File: src/rtl/vram_write_queue.sv
// CPU-to-VRAM write queue: buffers {addr, data} writes and drains them to gpu_m only while vblank is high.
// Optional sticky drop flag enabled by defining VRAM_WQ_OVERFLOW_FLAG_EN.
`ifndef VRAM_ADDR_WIDTH
`define VRAM_ADDR_WIDTH 13
`endif

module vram_write_queue #(
    parameter int ADDR_WIDTH = `VRAM_ADDR_WIDTH,
    parameter int DEPTH_LOG2 = 4
) (
    input  logic                  clk_12_5875,
    input  logic                  rst_n,
    input  logic                  wr_valid,
    output logic                  wr_ready,
    input  logic [ADDR_WIDTH-1:0] wr_addr,
    input  logic [7:0]            wr_data,
    input  logic                  vblank,
    output logic [7:0]            vram_data,
    output logic [ADDR_WIDTH-1:0] vram_address,
    output logic                  vram_cs,
    output logic [DEPTH_LOG2:0]   fifo_count,
    output logic                  overflow,
    output logic [1:0]            dbg_state
);

    localparam int DEPTH   = 1 << DEPTH_LOG2;
    localparam int ENTRY_W = ADDR_WIDTH + 8;
    localparam logic [DEPTH_LOG2:0] FULL_CNT = DEPTH[DEPTH_LOG2:0];

    typedef enum logic [1:0] {
        IDLE   = 2'd0,
        SETUP  = 2'd1,
        STROBE = 2'd2
    } state_t;

    state_t                  state_q, state_d;
    logic [DEPTH_LOG2-1:0]   wr_ptr_q, rd_ptr_q;
    logic [DEPTH_LOG2:0]     count_q, count_d;
    logic [ENTRY_W-1:0]      mem_q [DEPTH];
    logic [ENTRY_W-1:0]      head;
    logic                    push, pop;

    // Handshake: a write transfers on a rising edge where wr_valid && wr_ready; wr_ready
    // depends on the held count only, so a full queue refuses even when a pop is under way.
    assign wr_ready = (count_q != FULL_CNT);
    assign push     = wr_valid && wr_ready;
    assign pop      = (state_q == STROBE);

    always_comb begin
        count_d = count_q;
        case ({push, pop})
            2'b10:   count_d = count_q + 1'b1;
            2'b01:   count_d = count_q - 1'b1;
            default: count_d = count_q;
        endcase
    end

    always_comb begin
        state_d = state_q;
        case (state_q)
            IDLE:    if (vblank && count_q != '0) state_d = SETUP;
            SETUP:   state_d = vblank ? STROBE : IDLE;
            // The strobe itself always completes; vblank only decides whether another follows.
            STROBE:  state_d = (vblank && count_d != '0) ? SETUP : IDLE;
            default: state_d = IDLE;
        endcase
    end

    always_ff @(posedge clk_12_5875 or negedge rst_n) begin
        if (!rst_n) begin
            state_q  <= IDLE;
            wr_ptr_q <= '0;
            rd_ptr_q <= '0;
            count_q  <= '0;
        end else begin
            state_q <= state_d;
            count_q <= count_d;
            if (push) wr_ptr_q <= wr_ptr_q + 1'b1;
            if (pop)  rd_ptr_q <= rd_ptr_q + 1'b1;
        end
    end

    always_ff @(posedge clk_12_5875) begin
        if (push) mem_q[wr_ptr_q] <= {wr_addr, wr_data};
    end

    // The head slot cannot be overwritten while occupied, so it is stable over SETUP+STROBE.
    assign head         = mem_q[rd_ptr_q];
    assign vram_address = (state_q != IDLE) ? head[ENTRY_W-1:8] : '0;
    assign vram_data    = (state_q != IDLE) ? head[7:0] : '0;
    assign vram_cs      = (state_q == STROBE);
    assign fifo_count   = count_q;
    assign dbg_state    = state_q;

`ifdef VRAM_WQ_OVERFLOW_FLAG_EN
    logic overflow_q;

    always_ff @(posedge clk_12_5875 or negedge rst_n) begin
        if (!rst_n) begin
            overflow_q <= 1'b0;
        end else if (wr_valid && !wr_ready) begin
            overflow_q <= 1'b1;
        end
    end

    assign overflow = overflow_q;
`else
    assign overflow = 1'b0;
`endif

endmodule

File: config.mk
export PLATFORM = sky130hd
export DESIGN_NAME = vram_write_queue
export DESIGN_NICKNAME = d
export VERILOG_FILES = /design/src/rtl/vram_write_queue.sv
export SDC_FILE = /design/constraint.sdc
export NUM_CORES = 1
export LEC_CHECK = 0
export CAP_MARGIN = 20
export CORE_MARGIN = 2
export CORE_UTILIZATION = 50
export DETAILED_ROUTE_END_ITERATION = 7
export GPL_ROUTABILITY_DRIVEN = 1
export PLACE_DENSITY = 0.76
export SKIP_CTS_REPAIR_TIMING = 1
export SLEW_MARGIN = 20
export SYNTH_ARGS = -nofsm -noshare
export SYNTH_HDL_FRONTEND = slang
export SYNTH_SLANG_ARGS = --single-unit
export TNS_END_PERCENT = 30
File: constraint.sdc
create_clock -name clk_12_5875 -period 3.2 [get_ports clk_12_5875]
set_input_delay 0.64 -clock clk_12_5875 [delete_from_list [all_inputs] [get_ports clk_12_5875]]
set_output_delay 0.64 -clock clk_12_5875 [all_outputs]
set_load 0.005 [all_outputs]
==> summary.md, run 1 <==
| Metric | Value |
|---|---|
| Finished Cell Area | about 16,000 µm² |
| Crit end category | output port |
| Share of layout cells above drive strength 1 | 34.0% |
| Reg2reg path depth | 12 |
| Slew Viols, Final | 0 |
| CP required | 2560 ps |
| Compound-cell area share of the yosys netlist | under 10% |
| NumNets Final | 757 |
| Vias/cell | just over 6 |
| Async S/R FF share, synth | 4.27% |
| Synth Area in Adders | 0.727% |
| Cell Rows | 60 |
| CTS tree | built |
| Total power | 14.5 mW |
| Largest net degree at the start of global routing | 32 |
| Final setup vio count | 16 |
| Final wirelength | 31,500 µm |
| # H-tree levels | 2 |
| Worst R2R Start | fifo_count[3] |
| Starting density of the core | ~51% |
| Worst Tran Pin Value | 793 ps |
| CTS clock-pin slew for the worst setup and hold paths | about 60 ps |
| Initial antenna violation count | 0 |
| Sequential fraction of the synthesis area | 76.0% |
| #FFs+latches synth | 351 |
| Most instantiated library cell after synthesis | edfxtp_1 |
| Vias | just under 7k |
| Synth unique cells | 40 |
| Failing checks | setup timing |
| Number of diodes | 0 |
| Routed len/inst | 28.8 µm |
| Max Clock Freq | 298 MHz |
| Initial DRC Count | 681 |
| Clock Skew | between 20 and 25 ps |
| First-pass GRT wire length | 44,200 µm |
| DPL Wire Length | 15,700 µm |
| WS Path Type | reg -> out |
| Synth area leaders | edfxtp_1 73%, mux4_2 17%, dfrtp_1 2.7%, nor2b_1 1.2%, ha_1 0.73% |
| Max Cap Viol | 0 |
| Hold Path Class | in -> async |
| IR drop worst, VDD | 486 µV |
| Total GRT Usage | 21.3% |
| Post-layout minimum cycle time | 3360 ps |
| CTS Buf Count | 36 |
| CP Max Fanout | 10 |
| Clk Latency, worst-skew pair | 530 ps |
| Vias in the first global route | 6,967 |
| CTS Buffer Depth | 3 |
| Core Area | 27,000 µm² |
| Synthesized instance count | 606 |
| Top FF cell, synth | edfxtp_1 |
| Critical path launch point type | register |
| Placed insts | around 1.0k |
| Multi-input gate area | 3180 µm² |
| Mux cell area share after synthesis | approximately 17% |
| Post-Syn Area per Cell | 22.7 µm² |
| Cell area power density | 886 nW/µm² |
| Number of I/O pins | 56 |
| Port bufs | 54 |
| Cell leakage power | between 5 and 6 nW |
| Dpl cell area | 15,000 µm² |
| P&R area growth vs syn | 18.9% |
| Fin worst setup slack | -158 ps |
| CTS root buf | clkbuf_16 |
| Yosys top cell area share | 73.3% |
| Critical R2R Capture | dbg_state[0] |
| Final Hold Fails | 0 |
| Synthesized area | ~14,000 µm² |
| # clock sinks | about 350 |
| Total die area | 28,900 µm² |
| Synth area leader | edfxtp_1 |
| DRC | 0 |
| Synth Warn # | 0 |
| Status | finished, violations left |
| Die Y | 170 µm |
| XOR/XNOR Fraction of Synth Area | 0.636% |
| RSZ-0062 raised after global routing | true |
| Synthesized Nets | between 600 and 700 |
| Most instantiated cells after synthesis | 336 x edfxtp_1, 105 x mux4_2, 26 x nor2b_1, 17 x clkbuf_1 |
| Worst Path Arrival | 2720 ps |
| GR Overflow Total | 0 |
| Fillers | 1,807 |
| Util after Layout | 60.5% |
| 1st-pass router iterations | 5 |
| Non-filler cells, final | roughly 1.1k |
| Number of routed nets with antenna violations | 0 |
| Reg area | 10,500 µm² |
| Synth Area in Simple Gates | 2.65% |
| Number of flops mapped to enable cells by yosys | between 300 and 400 |
| Fin crit share | 105% |
| Max-slew headroom | between 40% and 50% |
| Gpl congestion | 0.805 |
| Reg2Reg Setup Slack | 190 ps |
| Die Wd | between 150 and 200 µm |
| Main combinational cell family by area after synthesis | multiplexers |
-- through the flow --
stage                     TNS, ps  setup slack, ps  hold slack (ps)
final                       -1100             -158              593
after global routing        -2310             -191              640
after CTS                   -8000             -454              566
after detailed placement    -7.25            -7.25              608
after global placement          0              131              562
after floorplan             -2380            -70.3              344
-- critical path, cell delays in order, from the launching register on --
cell and delay, ps:
dfrtp_4 530, buf_12 150, buf_16 140, buf_6 130, mux4_2 430, mux4_2 510
nor2b_1 180, clkbuf_2 140
-- layer usage --
metal  vias up  part of all wire (%)  GRT usage [%]
met5         -                     0              0
met3        65                   8.9           3.67
met1      3506                    37           29.3
met4         0                   2.8           6.47
met2       405                    51           35.5
li1       2770                     -              -
-- power by group --
part	switching (mW)	internal [mW]
Combinational	2.13	2.48
Sequential	0.309	5.58
Clock	1.67	2.34
-- worst max path at each step --
stage             startpoint              end  slack, ps  depth (start not counted)
2_1_floorplan  fifo_count[2]     dbg_state[0]        -70                         14
3_3_place_gp        wr_valid     dbg_state[0]        130                         11
3_5_place_dp        wr_valid     dbg_state[0]         -7                         11
4_1_cts          rd_ptr_q[0]     vram_data[5]       -450                          5
5_1_grt          rd_ptr_q[0]  vram_address[0]       -190                          7
6_report         rd_ptr_q[0]     vram_data[5]       -160                          7
-- cell families (layout without fill, tap and decap cells) --
logic type / count (synthesis) / count (layout)
other: 1 / 1
AOI/OAI and AO/OA: 20 / 20
DFF: 351 / 351
adders and majority gates: 8 / 8
xor gates and xnor gates: 10 / 10
and+or+nand+nor: 68 / 68
muxes: 108 / 108
buffers and inverters: 40 / 186
-- flip-flops by register name, summed over array words and instances (netlist names) --
register / cells
rd_ptr_q: 4
wr_ptr_q: 4
dbg_state: 2
mem_q: 336
fifo_count: 5
-- placed cells by master (no fill, tap or decap), types with 2 or more instances in the layout --
cell type	n
a311oi_1	2
nor2_1	2
xor2_1	4
clkbuf_16	42
mux4_2	105
nor3_2	2
clkinv_2	4
and2_1	2
buf_16	2
inv_1	4
dfrtp_4	2
nand2b_1	4
o21ai_0	4
bufinv_16	2
clkdlybuf4s50_1	33
a21oi_1	4
nand4_1	2
nor2_2	13
ha_1	8
xnor2_1	6
nor2b_1	24
buf_6	5
dfrtp_1	13
o31ai_1	2
nand2_1	9
clkbuf_2	19
mux2_2	2
edfxtp_1	336
dlymetal6s2s_1	2
buf_12	8
buf_4	42
clkbuf_1	9
clkinv_1	11
nor3_4	2
-- cell type report --
cell class,count,area share (%)
Sequential cell,351,64.0
Multi-Input combinational cell,215,19.4
Timing Repair Buffer,115,6.95
Clock buffer,47,6.02
Tap cell,341,2.61
Clock inverter,19,0.895
Inverter,5,0.115
(Power assumes the default switching activity.)
==> inputs of run 2 (changes only) <==
--- a/config.mk
+++ b/config.mk
@@ -11,7 +11,6 @@
 export DETAILED_ROUTE_END_ITERATION = 7
 export GPL_ROUTABILITY_DRIVEN = 1
 export PLACE_DENSITY = 0.76
-export SKIP_CTS_REPAIR_TIMING = 1
 export SLEW_MARGIN = 20
 export SYNTH_ARGS = -nofsm -noshare
 export SYNTH_HDL_FRONTEND = slang
==> summary.md, run 2 (same netlist as run 1, synthesis figures left out) <==
| Metric | Value |
|---|---|
| Status | finished, violations left |
| Failing checks | setup timing |
| Port bufs | 54 (unchanged) |
| Max Cap Viol | 0 (unchanged) |
| Core Area | 27,000 µm² (unchanged) |
| Clock Skew | 20.0 ps (-2.17 ps) |
| Finished Cell Area | 16,600 µm² (+1.2%) |
| DP Worst Slack | -7.25 ps (unchanged) |
| Critical path launch point type | register |
| Slowest cell on crit path | mux4_2 |
| Max-slew headroom | 47.0% (about the same) |
| # clock sinks | 351 (unchanged) |
| P&R area growth vs syn | 20.4% |
| CTS Buffer Depth | 3 (unchanged) |
| Crit end category | output port |
| TNS Setup | -1520 ps (-422 ps) |
| Worst Tran Pin Value | 793 ps (-0.303 ps) |
| Vias/cell | 6.30 (+2.1%) |
| 1st-pass router iterations | 5 (unchanged) |
| Slew Viols, Final | 0 (unchanged) |
| CTS Buf Count | 36 (unchanged) |
| Most frequent cells in the layout | 336 x edfxtp_1, 105 x mux4_2, 38 x clkbuf_16, 38 x buf_4, 33 x clkdlybuf4s50_1 |
| Crit-path max cell delay | 500 ps (-30 ps) |
| Total GRT Usage | 23.8% (+2.5 points) |
| CP Cell Sequence | buf_12, buf_16, buf_12, mux4_2, mux4_2, nor2b_4, buf_2 |
| Clk Latency, worst-skew pair | 520 ps (about the same) |
| Die Wd | 170 µm (unchanged) |
| DPL Wire Length | 15,700 µm (unchanged) |
| Util after Layout | 61.3% (+0.75 points) |
| Number of diodes | 0 (unchanged) |
| GR Overflow Total | 0 (unchanged) |
| Post-layout minimum cycle time | 3320 ps (-38.1 ps) |
| Vias | 6,907 (+2.4%) |
| WS Path Type | reg -> out |
| # H-tree levels | 2 (unchanged) |
| Vias in the first global route | 7,248 (+4.0%) |
| Cell area power density | 904 nW/µm² (+2.0%) |
| CTS tree | built |
| CP Max Fanout | 8 (-2) |
| Fin worst setup slack | -120 ps (+38.1 ps) |
| Initial antenna violation count | 0 (unchanged) |
| Max reg flops | 336 (unchanged) |
| Final wirelength | 33,000 µm (+4.9%) |
| CP required | 2560 ps (about the same) |
| Number of I/O pins | 56 (unchanged) |
| Number of routed nets with antenna violations | 0 (unchanged) |
| Reg area | 10,500 µm² (unchanged) |
| Share of layout cells above drive strength 1 | 35.5% (+1.5 points) |
| CTS clock-pin slew for the worst setup and hold paths | 60 ps (about the same) |
| NumNets Final | 760 (+0.40%) |
| Dpl cell area | 15,000 µm² (unchanged) |
| Multi-input gate area | 3230 µm² (+1.8%) |
| Worst Path Arrival | 2680 ps (-40 ps) |
| CTS root buf | clkbuf_16 |
| Die Y | 170 µm (unchanged) |
| Cell Rows | 60 (unchanged) |
| First-pass GRT wire length | 48,600 µm (+10%) |
| Initial DRC Count | 821 (+21%) |
| Fillers | 1,786 (-1.2%) |
| Most flops, register | mem_q |
| Hold Path Class | in -> async |
| Fin crit share | 104% (-1.2 points) |
| Gpl congestion | 0.805 (unchanged) |
| Final Hold Fails | 0 (unchanged) |
| Starting density of the core | 50.9% (unchanged) |
| RSZ-0062 raised after global routing | true |
| Max Clock Freq | 301 MHz (+1.1%) |
| Cell leakage power | 5.47 nW (+1.6%) |
| Largest net degree at the start of global routing | 26 (-19%) |
| Total die area | 28,900 µm² (unchanged) |
| Final setup vio count | 21 (+5) |
| Number of hold buffers added after cts | 0 |
| Routed len/inst | 30.1 µm (+4.6%) |
| Most common cell after layout, fill and taps aside | edfxtp_1 |
| DRC | 0 (unchanged) |
| IR drop worst, VDD | 515 µV (+5.9%) |
run 2: area by class of cell:
type,instances,share of cell area (%)
inverter,5,0.113
timing repair buffer,118,7.74
clock inverter,19,0.884
multi-input combinational,215,19.5
tap,341,2.58
sequential,351,63.2
clock buffer,47,5.94
run 2: worst paths after layout:
path | slack (ps) | start | to | depth (start not counted)
min in group clk_12_5875 | 630 | fifo_count[4] | fifo_count[4] | 1
max in group asynchronous | 2020 | rst_n | rd_ptr_q[0] | 1
max reg2reg | 200 | fifo_count[3] | dbg_state[0] | 12
min | 590 | rst_n | dbg_state[0] | 1
min reg2reg | 630 | fifo_count[4] | fifo_count[4] | 1
max | -120 | rd_ptr_q[0] | vram_address[8] | 7
run 2: critical path: cells and delay by family, from the launching register on:
| family | cells | cell delay, ps |
|---|---|---|
| flops | 1 | 490 |
| buf+inv | 4 | 580 |
| mux | 2 | 940 |
| simple gates | 1 | 150 |
run 2: power breakdown:
part | internal, mW | total (mW) | switching [mW]
combinational | 2.78 | 5.05 | 2.27
clock | 2.34 | 4.03 | 1.69
sequential | 5.58 | 5.89 | 0.310
run 2: routing by layer:
layer / GRT usage (%) / wire length, µm / vias up
met5: 0 / 0 / -
met4: 7.92 / 979 / 0
met3: 4.16 / 2740 / 70
met2: 40.4 / 17000 / 425
met1: 31.6 / 12300 / 3631
li1: - / - / 2781
run 2: timing repair:
action | CTS | global route
setup buffers | 14 | 3
setup endpoints to repair | 21 | 22
cloned | 8 | 0
gates resized for setup | 121 | 6
run 2: per-stage QoR:
step,hold WS [ps],power (mW),cells
finish,590,15.0,1096
detailed placement,608,10.2,1008
floorplan,344,8.60,606
CTS,566,14.9,1095
global placement,562,10.0,1008
global route,626,15.5,1096
==> patch 1 (config.mk and constraints of run 2) <==
The macro `VRAM_ADDR_WIDTH` goes from 13 to 15.
--- a/src/rtl/vram_write_queue.sv
+++ b/src/rtl/vram_write_queue.sv
@@ -3,3 +3,3 @@
 `ifndef VRAM_ADDR_WIDTH
-`define VRAM_ADDR_WIDTH 13
+`define VRAM_ADDR_WIDTH 15
 `endif
Interface: changed (resized vram_address and wr_addr); port bits go from 56 to 60. The function was not compared with the original's and may differ.
==> patch 1 against run 2 <==
The flow still finishes with violations (setup timing). Design area up 9.0%. Critical endpoint is now vram_address[5]. Total power up 8.8%. Count of clock-buffer cells in the layout up 1. Setup slack worse by 0.11 ns. Die area up 8.6%. Wire length up 2.9%. Clock skew up 0.00081 ns. Via count up 6.2%. Sequential cell count up 32. Synthesized area up 8.8%.
==> patch 1: results (changes against run 2) <==
Run status
  – Failing checks: setup timing (unchanged)
  – Status: finished, violations left (unchanged)

Setup path
  – Worst-path fanout max: 5 (was 8)
  – Reg2reg start: fifo_count[2]$_DFF_PN0_ (was fifo_count[3]$_DFF_PN0_)
  – Critical Path AT: 2.79 ns (was 2.68 ns)
  – CP max stage cell: dfrtp_4 (was mux4_2)
  – Worst R2R Setup Slack: 0.24 ns (was 0.20 ns)

Logic synthesis
  – Async S/R FF share, synth: 3.92% (was 4.27%)
  – Syn_area_per_cell: 23.0 µm² (was 22.7 µm²)
  – Yosys cell types: 38 (was 40)
  – Top post-synthesis cells by area: edfxtp_1, mux4_2, dfrtp_1 (unchanged)
  – Sequential share of the synthesized area: 76.3% (was 76.0%)

GRT
  – Grt met1 use: 31.4% (was 31.6%)
  – Number of global-route vias before repair: 7582 (was 7248)
  – All-layer global routing usage: 22.5% (was 23.8%)
  – M2 GR Usage: 36.4% (was 40.4%)

Pwr
  – Maximum vdd drop: 0.000572 V (was 0.000515 V)

STA
  – Setup TNS: -3.27 ns (was -1.52 ns)
  – # setup viols final: 23 (was 21)
  – Final WS setup: -0.230 ns (was -0.120 ns)
  – Clk_skew: 0.0208 ns (was 0.0200 ns)

Clock network
  – TritonCTS Buffers: 39 (was 36)

Drt
  – WL met3: 2.90 mm (was 2.74 mm)
  – Metal-1 WL: 13.1 mm (was 12.3 mm)
  – Met2 routed WL: 17.1 mm (was 17.0 mm)

Final layout
  – Layout net count: 817 (was 760)

Place
  – DP Worst Slack: 0.0348 ns (was -0.00725 ns)
patch 1: cell count changes after synthesis, sizes merged:
cell / run 2 / this run
mux4: 105 / 115
edfxtp: 336 / 368
nor2b: 26 / 28
clkbuf: 17 / 18
buf: 18 / 19
patch 1: worst reg2reg max path, cell delays in order, from the launching register on:
cell	delay, ns
dfrtp_1	0.48
nor4_2	0.34
nand2_1	0.10
and2_1	0.18
inv_1	0.07
ha_1	0.19
xor2_1	0.08
ha_1	0.22
and3b_1	0.17
o21ai_0	0.27
a311oi_1	0.14
o311a_1	0.35
a311o_1	0.27
patch 1: cells by family (layout without fill, tap and decap cells):
group	count (synthesis)	count (layout)	share of synthesized area, %
other	1	1	0.0250
XOR/XNOR	10	10	0.585
flip-flops	383	383	76.3
adder cells (fa/ha/maj)	8	8	0.668
AND/OR/NAND/NOR	70	70	2.52
buffers and inverters	42	200	1.46
AO/OA/AOI/OAI	20	20	0.936
multiplexers	118	118	17.5
patch 1: what timing repair did:
item,in CTS,in global routing
gates resized for setup,102,20
cloned,6,0
buffers inserted,19,0
endpoints found under the setup margin,23,23
patch 1: layout make-up:
cell class | count | area, µm² | area share (%)
clock buffers | 48 | 1050 | 5.83
clock inverters | 21 | 225 | 1.25
inverters | 5 | 18.8 | 0.104
well taps | 390 | 488 | 2.70
flip-flops and latches | 383 | 11400 | 63.3
multi-input cells | 227 | 3470 | 19.2
repair buffers | 126 | 1370 | 7.60
patch 1: report_power, final:
| part | internal (mW) | switching (mW) |
|---|---|---|
| Clock | 2.68 | 1.89 |
| Sequential | 6.08 | 0.368 |
| Combinational | 2.95 | 2.31 |
| Total | 11.7 | 4.57 |
==> patch 2 (flow settings as in run 2) <==
Made on the original files. Put one more register stage on the output `dbg_state`. The value now appears one clock later. The other outputs are not delayed to match.
--- a/src/rtl/vram_write_queue.sv
+++ b/src/rtl/vram_write_queue.sv
@@ -92,3 +92,5 @@
     assign fifo_count   = count_q;
-    assign dbg_state    = state_q;
+    always_ff @(posedge clk_12_5875) begin
+        dbg_state <= state_q;
+    end
 
Function: changed (Yosys sat finds a counterexample within 4 cycles, from zero or initial values and one cycle with rst_n low).
==> patch 2 against run 2 <==
The run still ends with setup timing left. Sequential power about the same. Wire length down 6.2%. Total power down 0.95%. Sequential cell count up 2. Setup slack worse by 0.047 ns. Critical path depth unchanged. Synthesized area up 0.29%. Design area about the same.
==> patch 2: results (changes against run 2) <==
Run status
  – Status: finished, violations left (unchanged)
  – Failing checks: setup timing (unchanged)

Logic synthesis
  – Syn_nets: 641 (was 639)
  – Yosys cell types: 41 (was 40)
  – Sequential share of the synthesized area: 76.1% (was 76.0%)
  – Top post-synthesis cells by area: edfxtp_1, mux4_2, dfrtp_1 (unchanged)
  – Async S/R FF share, synth: 4.25% (was 4.27%)

GRT
  – Initial antenna violation count: 2 (was 0)
  – Largest net degree at the start of global routing: 38 (was 26)
  – All-layer global routing usage: 22.3% (was 23.8%)
  – Number of global-route vias before repair: 6986 (was 7248)

Place
  – DP Worst Slack: -0.0170 ns (was -0.00725 ns)
  – Detailed placement HPWL: 15.8 mm (was 15.7 mm)
  – Placed inst area: 15100 µm² (was 15000 µm²)
  – Dpl cells: 1011 (was 1008)

Pwr
  – Maximum vdd drop: 0.000424 V (was 0.000515 V)

Setup path
  – Critical Path AT: 2.73 ns (was 2.68 ns)
  – CP max stage cell: dfrtp_4 (was mux4_2)

STA
  – # setup viols final: 19 (was 21)
  – Final WS setup: -0.167 ns (was -0.120 ns)
  – Clk_skew: 0.0131 ns (was 0.0200 ns)
  – Worst rel slew slack: 49.5% (was 47.0%)

Drt
  – Routed WL: 31.0 mm (was 33.0 mm)
  – Number of DRC markers in iteration 0: 926 (was 821)
  – Routed WL per cell: 28.1 µm (was 30.1 µm)

Final layout
  – Share of layout cells above drive strength 1: 35.2% (was 35.5%)
  – Layout net count: 767 (was 760)
  – Max reg flops: 336 (unchanged)
-- patch 2: where the power goes --
group	internal (mW)	total [mW]	switching, mW
registers	5.61	5.90	0.288
logic	2.72	4.92	2.20
clock network	2.38	4.00	1.62
total	10.7	14.8	4.11
-- patch 2: layer usage --
metal  global-route usage (%)  routed length (µm)  share of wire [%]  vias up
met5                        0                  13              0.042        -
met4                     7.66                1020                3.3        2
met3                     4.53                2720                8.8       70
met2                     36.0               15200                 49      384
met1                     30.7               12000                 39     3600
li1                         -                   -                  -     2795
-- patch 2: worst paths after layout --
path	start	end	slack (ns)
setup / recovery	rd_ptr_q[0]$_DFFE_PN0P_	vram_address[5]	-0.17
hold / removal	state_q[0]$_DFFE_PN0P_	dbg_state[0]$_DFF_P_	0.47
setup reg to reg	fifo_count[3]$_DFF_PN0_	state_q[0]$_DFFE_PN0P_	0.19
hold reg to reg	state_q[0]$_DFFE_PN0P_	dbg_state[0]$_DFF_P_	0.47
max in group asynchronous	rst_n	rd_ptr_q[1]$_DFFE_PN0P_	2.07
min in group asynchronous	rst_n	rd_ptr_q[0]$_DFFE_PN0P_	0.57
-- patch 2: layout make-up --
type                    instances  area, µm²  share of cell area [%]
flip-flops and latches        353      10500                    63.4
multi-input cells             215       3190                    19.2
repair buffers                123       1300                    7.87
clock buffers                  47        973                    5.87
well taps                     341        427                    2.57
clock inverters                16        145                   0.876
inverters                       5       18.8                   0.113
diodes                          1       2.50                  0.0151
-- patch 2: timing repair --
item	4_1_cts	5_1_grt
hold buffers	0	0
buffers inserted	17	3
pin swaps	0	0
gates resized for setup	95	12
setup endpoints to repair	21	22
gates cloned	7	0
-- patch 2: logic make-up (layout without fill, tap and decap cells) --
kind of cell | count (synthesis) | count (layout) | share of synthesized area [%]
flops | 353 | 353 | 76.1
mux | 108 | 108 | 17.4
simple gates | 68 | 68 | 2.65
buf+inv | 40 | 191 | 1.47
compound gates | 20 | 20 | 1.02
xor+xnor | 10 | 10 | 0.635
fa+ha+maj | 8 | 8 | 0.725
other cells | 1 | 2 | 0.0272
-- patch 2: worst max-delay path, delay by kind of cell (launching register included) --
kind,cells,cell delay [ns]
DFF,1,0.50
muxes,2,0.97
and+or+nand+nor,1,0.14
buffers and inverters,4,0.59
